## config.mk

```make
export PLATFORM = sky130hd
export DESIGN_NAME = pipeline_hazard_ctrl
export DESIGN_NICKNAME = d
export VERILOG_FILES = /design/src/rtl/cpu_pkg.sv /design/src/rtl/hazard_fwd_unit.sv /design/src/rtl/pipeline_hazard_ctrl.sv
export SDC_FILE = /design/constraint.sdc
export NUM_CORES = 1
export LEC_CHECK = 0
export CORE_UTILIZATION = 35
export DETAILED_ROUTE_END_ITERATION = 8
export GPL_TIMING_DRIVEN = 0
export HOLD_SLACK_MARGIN = 0.03
export PLACE_DENSITY_LB_ADDON = 0.05
export SLEW_MARGIN = 5
export SYNTH_ARGS = -nofsm -noshare
export SYNTH_HDL_FRONTEND = slang
export SYNTH_SLANG_ARGS = --single-unit
```

## constraint.sdc

```tcl
create_clock -name clock -period 4.6 [get_ports clock]
set_input_delay 1.38 -clock clock [delete_from_list [all_inputs] [get_ports clock]]
set_output_delay 1.38 -clock clock [all_outputs]
set_load 0.005 [all_outputs]
```

## src/rtl/cpu_pkg.sv

```systemverilog
// Shared definitions for the 16-bit 5-stage CPU: hazard FSM states, forwarding selects,
// and the register-address width.
package cpu_pkg;

    localparam int unsigned RA_W = 2;

    localparam logic [1:0] FWD_RF    = 2'd0;
    localparam logic [1:0] FWD_EXMEM = 2'd1;
    localparam logic [1:0] FWD_WB    = 2'd2;

    typedef enum logic [1:0] {
        StRun     = 2'd0,
        StLdStall = 2'd1,
        StHalt    = 2'd2,
        StStep    = 2'd3
    } state_e;

endpackage

```

## src/rtl/hazard_fwd_unit.sv

```systemverilog
// EX-stage operand forwarding compare for one source register; EX/MEM wins over MEM/WB,
// and loads are only forwarded once they reach WB.
module hazard_fwd_unit #(
    parameter int unsigned RA_W = cpu_pkg::RA_W
) (
    input  logic [RA_W-1:0] i_src,
    input  logic [RA_W-1:0] i_exmem_wr,
    input  logic            i_exmem_regwrite,
    input  logic            i_exmem_memtoreg,
    input  logic [RA_W-1:0] i_memwb_wr,
    input  logic            i_memwb_regwrite,
    output logic [1:0]      o_fwd
);

    logic w_src_nz;
    logic w_exmem_hit;
    logic w_memwb_hit;

    assign w_src_nz    = (i_src != '0);
    assign w_exmem_hit = w_src_nz && i_exmem_regwrite && !i_exmem_memtoreg
                         && (i_exmem_wr == i_src);
    assign w_memwb_hit = w_src_nz && i_memwb_regwrite && (i_memwb_wr == i_src);

    always_comb begin
        o_fwd = cpu_pkg::FWD_RF;
        if (w_exmem_hit) begin
            o_fwd = cpu_pkg::FWD_EXMEM;
        end else if (w_memwb_hit) begin
            o_fwd = cpu_pkg::FWD_WB;
        end
    end

endmodule

```

## src/rtl/pipeline_hazard_ctrl.sv

```systemverilog
// Hazard/debug sequencer for the 5-stage CPU: load-use stall, branch flush, halt/single-step,
// EX forwarding selects and saturating stall/flush counters. State changes on the falling edge.
module pipeline_hazard_ctrl #(
    parameter int unsigned RA_W  = cpu_pkg::RA_W,
    parameter int unsigned CNT_W = 16
) (
    input  logic             clock,
    input  logic             reset,
    input  logic [RA_W-1:0]  ifid_rs,
    input  logic [RA_W-1:0]  ifid_rt,
    input  logic             ifid_use_rs,
    input  logic             ifid_use_rt,
    input  logic [RA_W-1:0]  idex_rs,
    input  logic [RA_W-1:0]  idex_rt,
    input  logic [RA_W-1:0]  idex_wr,
    input  logic             idex_regwrite,
    input  logic             idex_memtoreg,
    input  logic [RA_W-1:0]  exmem_wr,
    input  logic             exmem_regwrite,
    input  logic             exmem_memtoreg,
    input  logic [RA_W-1:0]  memwb_wr,
    input  logic             memwb_regwrite,
    input  logic             branch_taken,
    input  logic             halt_req,
    input  logic             step_req,
    output logic             pc_we,
    output logic             ifid_we,
    output logic             ifid_flush,
    output logic             idex_bubble,
    output logic             exmem_bubble,
    output logic [1:0]       fwd_a,
    output logic [1:0]       fwd_b,
    output logic             halted,
    output logic [CNT_W-1:0] stall_cnt,
    output logic [CNT_W-1:0] flush_cnt
);

    cpu_pkg::state_e  r_state;
    cpu_pkg::state_e  w_state_nxt;
    logic [CNT_W-1:0] r_stall_cnt;
    logic [CNT_W-1:0] r_flush_cnt;
    logic             w_lu;
    logic             w_stall_inc;
    logic [1:0]       w_fwd_a;
    logic [1:0]       w_fwd_b;

    assign w_lu = idex_regwrite && idex_memtoreg && (idex_wr != '0)
                  && ((ifid_use_rs && (ifid_rs == idex_wr)) || (ifid_use_rt && (ifid_rt == idex_wr)));

    hazard_fwd_unit #(.RA_W(RA_W)) u_fwd_a (
        .i_src            (idex_rs),
        .i_exmem_wr       (exmem_wr),
        .i_exmem_regwrite (exmem_regwrite),
        .i_exmem_memtoreg (exmem_memtoreg),
        .i_memwb_wr       (memwb_wr),
        .i_memwb_regwrite (memwb_regwrite),
        .o_fwd            (w_fwd_a)
    );

    hazard_fwd_unit #(.RA_W(RA_W)) u_fwd_b (
        .i_src            (idex_rt),
        .i_exmem_wr       (exmem_wr),
        .i_exmem_regwrite (exmem_regwrite),
        .i_exmem_memtoreg (exmem_memtoreg),
        .i_memwb_wr       (memwb_wr),
        .i_memwb_regwrite (memwb_regwrite),
        .o_fwd            (w_fwd_b)
    );

    always_comb begin
        w_state_nxt  = r_state;
        pc_we        = 1'b1;
        ifid_we      = 1'b1;
        ifid_flush   = 1'b0;
        idex_bubble  = 1'b0;
        exmem_bubble = 1'b0;
        w_stall_inc  = 1'b0;

        unique case (r_state)
            cpu_pkg::StRun, cpu_pkg::StStep: begin
                if (!branch_taken && w_lu) begin
                    pc_we       = 1'b0;
                    ifid_we     = 1'b0;
                    idex_bubble = 1'b1;
                    w_stall_inc = 1'b1;
                    w_state_nxt = cpu_pkg::StLdStall;
                end else if (r_state == cpu_pkg::StStep) begin
                    w_state_nxt = cpu_pkg::StHalt;
                end else begin
                    // A taken branch defers the halt: the wrong-path slot must be discarded first.
                    w_state_nxt = (halt_req && !branch_taken) ? cpu_pkg::StHalt : cpu_pkg::StRun;
                end
            end
            cpu_pkg::StLdStall: begin
                w_state_nxt = halt_req ? cpu_pkg::StHalt : cpu_pkg::StRun;
            end
            cpu_pkg::StHalt: begin
                pc_we       = 1'b0;
                ifid_we     = 1'b0;
                idex_bubble = 1'b1;
                if (step_req) begin
                    w_state_nxt = cpu_pkg::StStep;
                end else if (!halt_req) begin
                    w_state_nxt = cpu_pkg::StRun;
                end
            end
            default: w_state_nxt = cpu_pkg::StRun;
        endcase

        if (branch_taken) begin
            pc_we        = 1'b1;
            ifid_we      = 1'b1;
            ifid_flush   = 1'b1;
            idex_bubble  = 1'b1;
            exmem_bubble = 1'b1;
        end

        if (reset) begin
            pc_we        = 1'b0;
            ifid_we      = 1'b0;
            ifid_flush   = 1'b1;
            idex_bubble  = 1'b1;
            exmem_bubble = 1'b1;
            w_stall_inc  = 1'b0;
            w_state_nxt  = cpu_pkg::StRun;
        end
    end

    assign halted    = !reset && (r_state == cpu_pkg::StHalt);
    assign fwd_a     = reset ? cpu_pkg::FWD_RF : w_fwd_a;
    assign fwd_b     = reset ? cpu_pkg::FWD_RF : w_fwd_b;
    assign stall_cnt = r_stall_cnt;
    assign flush_cnt = r_flush_cnt;

    always_ff @(negedge clock) begin
        if (reset) begin
            r_state     <= cpu_pkg::StRun;
            r_stall_cnt <= '0;
            r_flush_cnt <= '0;
        end else begin
            r_state <= w_state_nxt;
            if (w_stall_inc && (r_stall_cnt != '1)) begin
                r_stall_cnt <= r_stall_cnt + CNT_W'(1);
            end
            if (branch_taken && (r_flush_cnt != '1)) begin
                r_flush_cnt <= r_flush_cnt + CNT_W'(1);
            end
        end
    end

endmodule
```

## Word level (Yosys, flattened, before mapping)

Cells that the tools add are included.

- Flip-flop bits (word level): 34
- Input port bits: 26
- Output and inout port bits: 42

- Add/subtract/negate cells: 2
- Eq/ne operators: 12
- Mux-type cells: 25
- Reduce and logical (&&, ||, !) cells: 29

Operator list:

| kind | count |
|---|---|
| 16-bit by 1-bit adder with 16-bit output (second input constant) | 2 |
| 16-bit inequality test (second input constant) | 2 |
| 2-bit 2-to-1 mux | 12 |
| 1-bit logical AND | 20 |
| 2-bit equality test | 6 |
| 1-bit 2-to-1 mux | 10 |
| 2-bit one-hot mux with 3 select lines | 1 |
| 2-bit nonzero test | 3 |
| 2-bit equality test (second input constant) | 2 |
| 1-bit one-hot mux with 2 select lines | 2 |
| 1-bit zero test | 3 |
| 3-bit inequality test (second input constant) | 1 |
| 2-bit by 1-bit equality test with 1-bit output (second input constant) | 1 |
| 2-bit zero test | 1 |
| 2-bit OR reduction | 1 |
| 1-bit logical OR | 1 |

## Longest topological paths before layout

- Word-level depth: 9
- Mapped depth: 9
- Gate-level depth less buffers: 6

## Modules after synthesis

Synthesis repeated with hierarchy kept, for this count alone.

- Cells, all modules: 262
- Area, all modules: 2143.3 µm²

Modules (own cells, without submodules):

| module | instances | cells each | area an instance (µm²) | seq. area each (µm²) |
|---|---|---|---|---|
| pipeline_hazard_ctrl | 1 | 242 | 1955.6 | 680.7 |
| hazard_fwd_unit | 2 | 10 | 93.8 | 0.0 |

==> results by group <==
Hold path
  • Hold endpoint: stall_cnt[3]$_SDFFE_NP0P_
  • Worst Min Path Start: stall_cnt[3]$_SDFFE_NP0P_
  • Worst hold path class: flop to flop
  • Hold path depth: 2

Clocking
  • Clock-pin slew on the worst setup and hold paths: 40 ps
  • Hold-fix buffers, CTS: 0
  • Num CTS Buffers: 5
  • Sink Count: 34
  • Clk root buf: clkbuf_8
  • Clk buf depth: 2
  • Clk_lat worst skew: ~360 ps
  • CTS tree: done
  • H-tree lvl count: 2

Finish
  • Commonest non-fill, non-tap cell in the layout: buf_4
  • Commonest non-fill, non-tap cells in the layout: buf_4 (46), inv_1 (37), nor2_1 (26), dfxtp_4 (18), clkdlybuf4s50_1 (17)
  • Area delta synth->final: 88.5%
  • Multi-input gate area in the final layout: about 1700 sq um
  • FF/Latch Area: about 770 sq um
  • Post-route core utilization: 0.699
  • Share of cells above drive strength 1: 0.473
  • Fillers: 449
  • Finished Layout Cells: 484
  • N_diodes: 0
  • Fin nets: 443

Logic synthesis
  • Post-synthesis instance area: roughly 2100 sq um
  • Top FF cell, synth: dfxtp_1
  • Synth top area share: 0.326
  • Yosys warning total: 0
  • Syn nets: 283
  • Main combinational cell family by area after synthesis: simple AND/OR/NAND/NOR gates
  • Synth async-reset ratio: 0
  • Compound-cell area share of the yosys netlist: 0.112
  • Avg Synthesized Cell Area: 8.33 sq um
  • Mux contribution to synthesized area: 0.0527
  • Simple-gate share of the synthesized area: 0.358
  • Yosys top cell by area: dfxtp_1
  • Largest cells by area after synthesis: dfxtp_1 (33%), xnor2_1 (5.9%), nor2_1 (5.2%), a21oi_1 (3.8%), mux2_2 (3.8%)
  • Post-synthesis cell type count: between 40 and 50
  • Sequential area share after synthesis: 0.326
  • Synth Area in XOR/XNOR: 0.0754
  • Post-Synth Adder-Cell Area: 0.0359
  • Synthesized instance count: 251
  • Post-synth EDFFs: 0
  • Register bit count reported by yosys: 34

Route
  • Vias per cell: around 5.2
  • DRC Markers: 0
  • WL per Instance: 14.8 um
  • 1st-pass router iterations: 5
  • DRT antenna net count: 0
  • Via count: 2,518
  • 1st-iter DRT viols: 161
  • Final wirelength: ~7000 um

Timing
  • Slew headroom: 0.298
  • Final setup fails: 23
  • Post-layout worst setup margin: -1110 ps
  • Worst Skew: about 22 ps
  • Worst-margin pin slew: 1040 ps
  • Unrepaired setup endpoints after global routing: true
  • Final hold violations: 0
  • Slew Viols, Final: 0

Critical path
  • Worst path most repeated cell: buf_6
  • R2r endpoint: stall_cnt[2]$_SDFFE_NP0P_
  • Reg2reg setup slack: 2230 ps
  • Crit path required time: ~3200 ps
  • Worst stage delay on the critical path: 330 ps
  • Critical Path AT: 4330 ps
  • Crit-path max FO: 3
  • Slowest CP cell: dfxtp_2
  • Crit Path Class: flop to output pin
  • Reg2reg start: r_state[0]$_SDFFE_NP0P_
  • FF-to-FF path depth: 14
  • Worst setup SP type: flop
  • Crit-path cells: inv_2 -> ha_4 -> nand4_1 -> a211o_1 -> buf_6 -> buf_8 -> o21ai_4 -> a21oi_2 -> buf_4 -> buf_6
  • CP Capture Type: output pin

Global routing
  • Vias in the first global route: around 2,500
  • First-pass GRT wire length: around 11,000 um
  • Largest net degree at the start of global routing: 11
  • Total gr overflow: 0
  • Initial antenna violation count: 0
  • Total Routing Usage GR: 0.228

Die
  • Die Ht: 79.3 um
  • CORE AREA: around 5600 sq um
  • Die Wd: 79.3 um
  • Num ports: 68
  • Standard-cell row count: 27
  • Starting Density: 0.371
  • DIE AREA: 6290 sq um

Power
  • P_leak: ~1.7 nW
  • Design Power: just over 800 uW
  • PwrDens: 205 nW/um^2
  • Worst VDD drop: between 0.1 and 0.15 mV

Placed design
  • GP Congestion: 0.803
  • DP HPWL: slightly below 4000 um
  • Port Buf Inserts: 67
  • Placed Instances: 390

Flow run
  • Max-cap violation count: 0

Outcome
  • Failing checks: negative setup slack
  • Status: finished with violations
## cell families after synthesis
logic type | Yosys count
AO/OA/AOI/OAI | 39
XOR/XNOR | 18
adder cells (fa/ha/maj) | 6
buffers and inverters | 16
flip-flops | 34
multiplexers | 10
AND/OR/NAND/NOR | 128
## metrics by stage
stage / hold slack [ps] / setup slack, ps / instance area [sq um] / setup TNS, ps
4_1_cts: 499 / -1120 / 3830 / -11560
3_3_place_gp: 511 / -1250 / 2910 / -36990
5_1_grt: 527 / -1180 / 3940 / -12380
6_report: 509 / -1110 / 3940 / -11400
3_5_place_dp: 520 / -1250 / 2910 / -37210
2_1_floorplan: 493 / -644 / 2150 / -7580
## routing by layer
layer,vias to the layer above,GRT usage,part of all wire
li1,1241,-,-
met1,1195,0.248,0.43
met2,78,0.394,0.52
met3,4,0.0713,0.046
met4,0,0.118,0.0064
met5,-,0,0
## layout make-up
class / instances / share of cell area
inverter: 5 / 0.00857
timing repair buffer: 120 / 0.263
buffer: 10 / 0.0254
clock inverter: 37 / 0.0422
sequential: 34 / 0.195
clock buffer: 5 / 0.0175
tap: 72 / 0.0229
multi-input combinational: 201 / 0.425
## where the power goes
part | internal (mW) | switching, mW
Sequential | 0.290 | 0.00237
Combinational | 0.0704 | 0.0504
Clock | 0.197 | 0.198
## synthesized netlist by cell type (all sizes together) (7+ instances only)
master,n
dfxtp,34
nor2,29
nand3,17
a21oi,16
nand2,15
xnor2,14
nand4,11
nor3,11
nor2b,9
mux2,8
o21ai,8
nor4,7
or3,7
## state kept, by name, summed over array words and instances (netlist names)
register   cells
flush_cnt     16
stall_cnt     16
r_state        2
## repair_timing
item | 4_1_cts | 5_1_grt
setup endpoints to repair | 72 | 61
gates resized for setup | 239 | 62
pin swaps | 25 | 14
buffers inserted | 70 | 9
## worst max path at each step
stage / start / slack, ps / to / cells after the start
CTS: r_state[0]$_SDFFE_NP0P_ / -1120 / pc_we / 10
global route: r_state[0]$_SDFFE_NP0P_ / -1180 / pc_we / 10
detailed placement: r_state[0]$_SDFFE_NP0P_ / -1250 / idex_bubble / 9
finish: r_state[0]$_SDFFE_NP0P_ / -1110 / pc_we / 10
global placement: r_state[0]$_SDFFE_NP0P_ / -1250 / idex_bubble / 9
floorplan: r_state[0]$_SDFFE_NP0P_ / -640 / pc_we / 9
## worst max-delay path: cells and delay by family, from the launching register on
| kind | cells | cell delay, ps |
|---|---|---|
| AO/OA/AOI/OAI | 3 | 430 |
| flip-flops | 1 | 330 |
| adder cells (fa/ha/maj) | 1 | 260 |
| buffers and inverters | 5 | 550 |
| AND/OR/NAND/NOR | 1 | 100 |
Power figures use the tool's default switching activity.
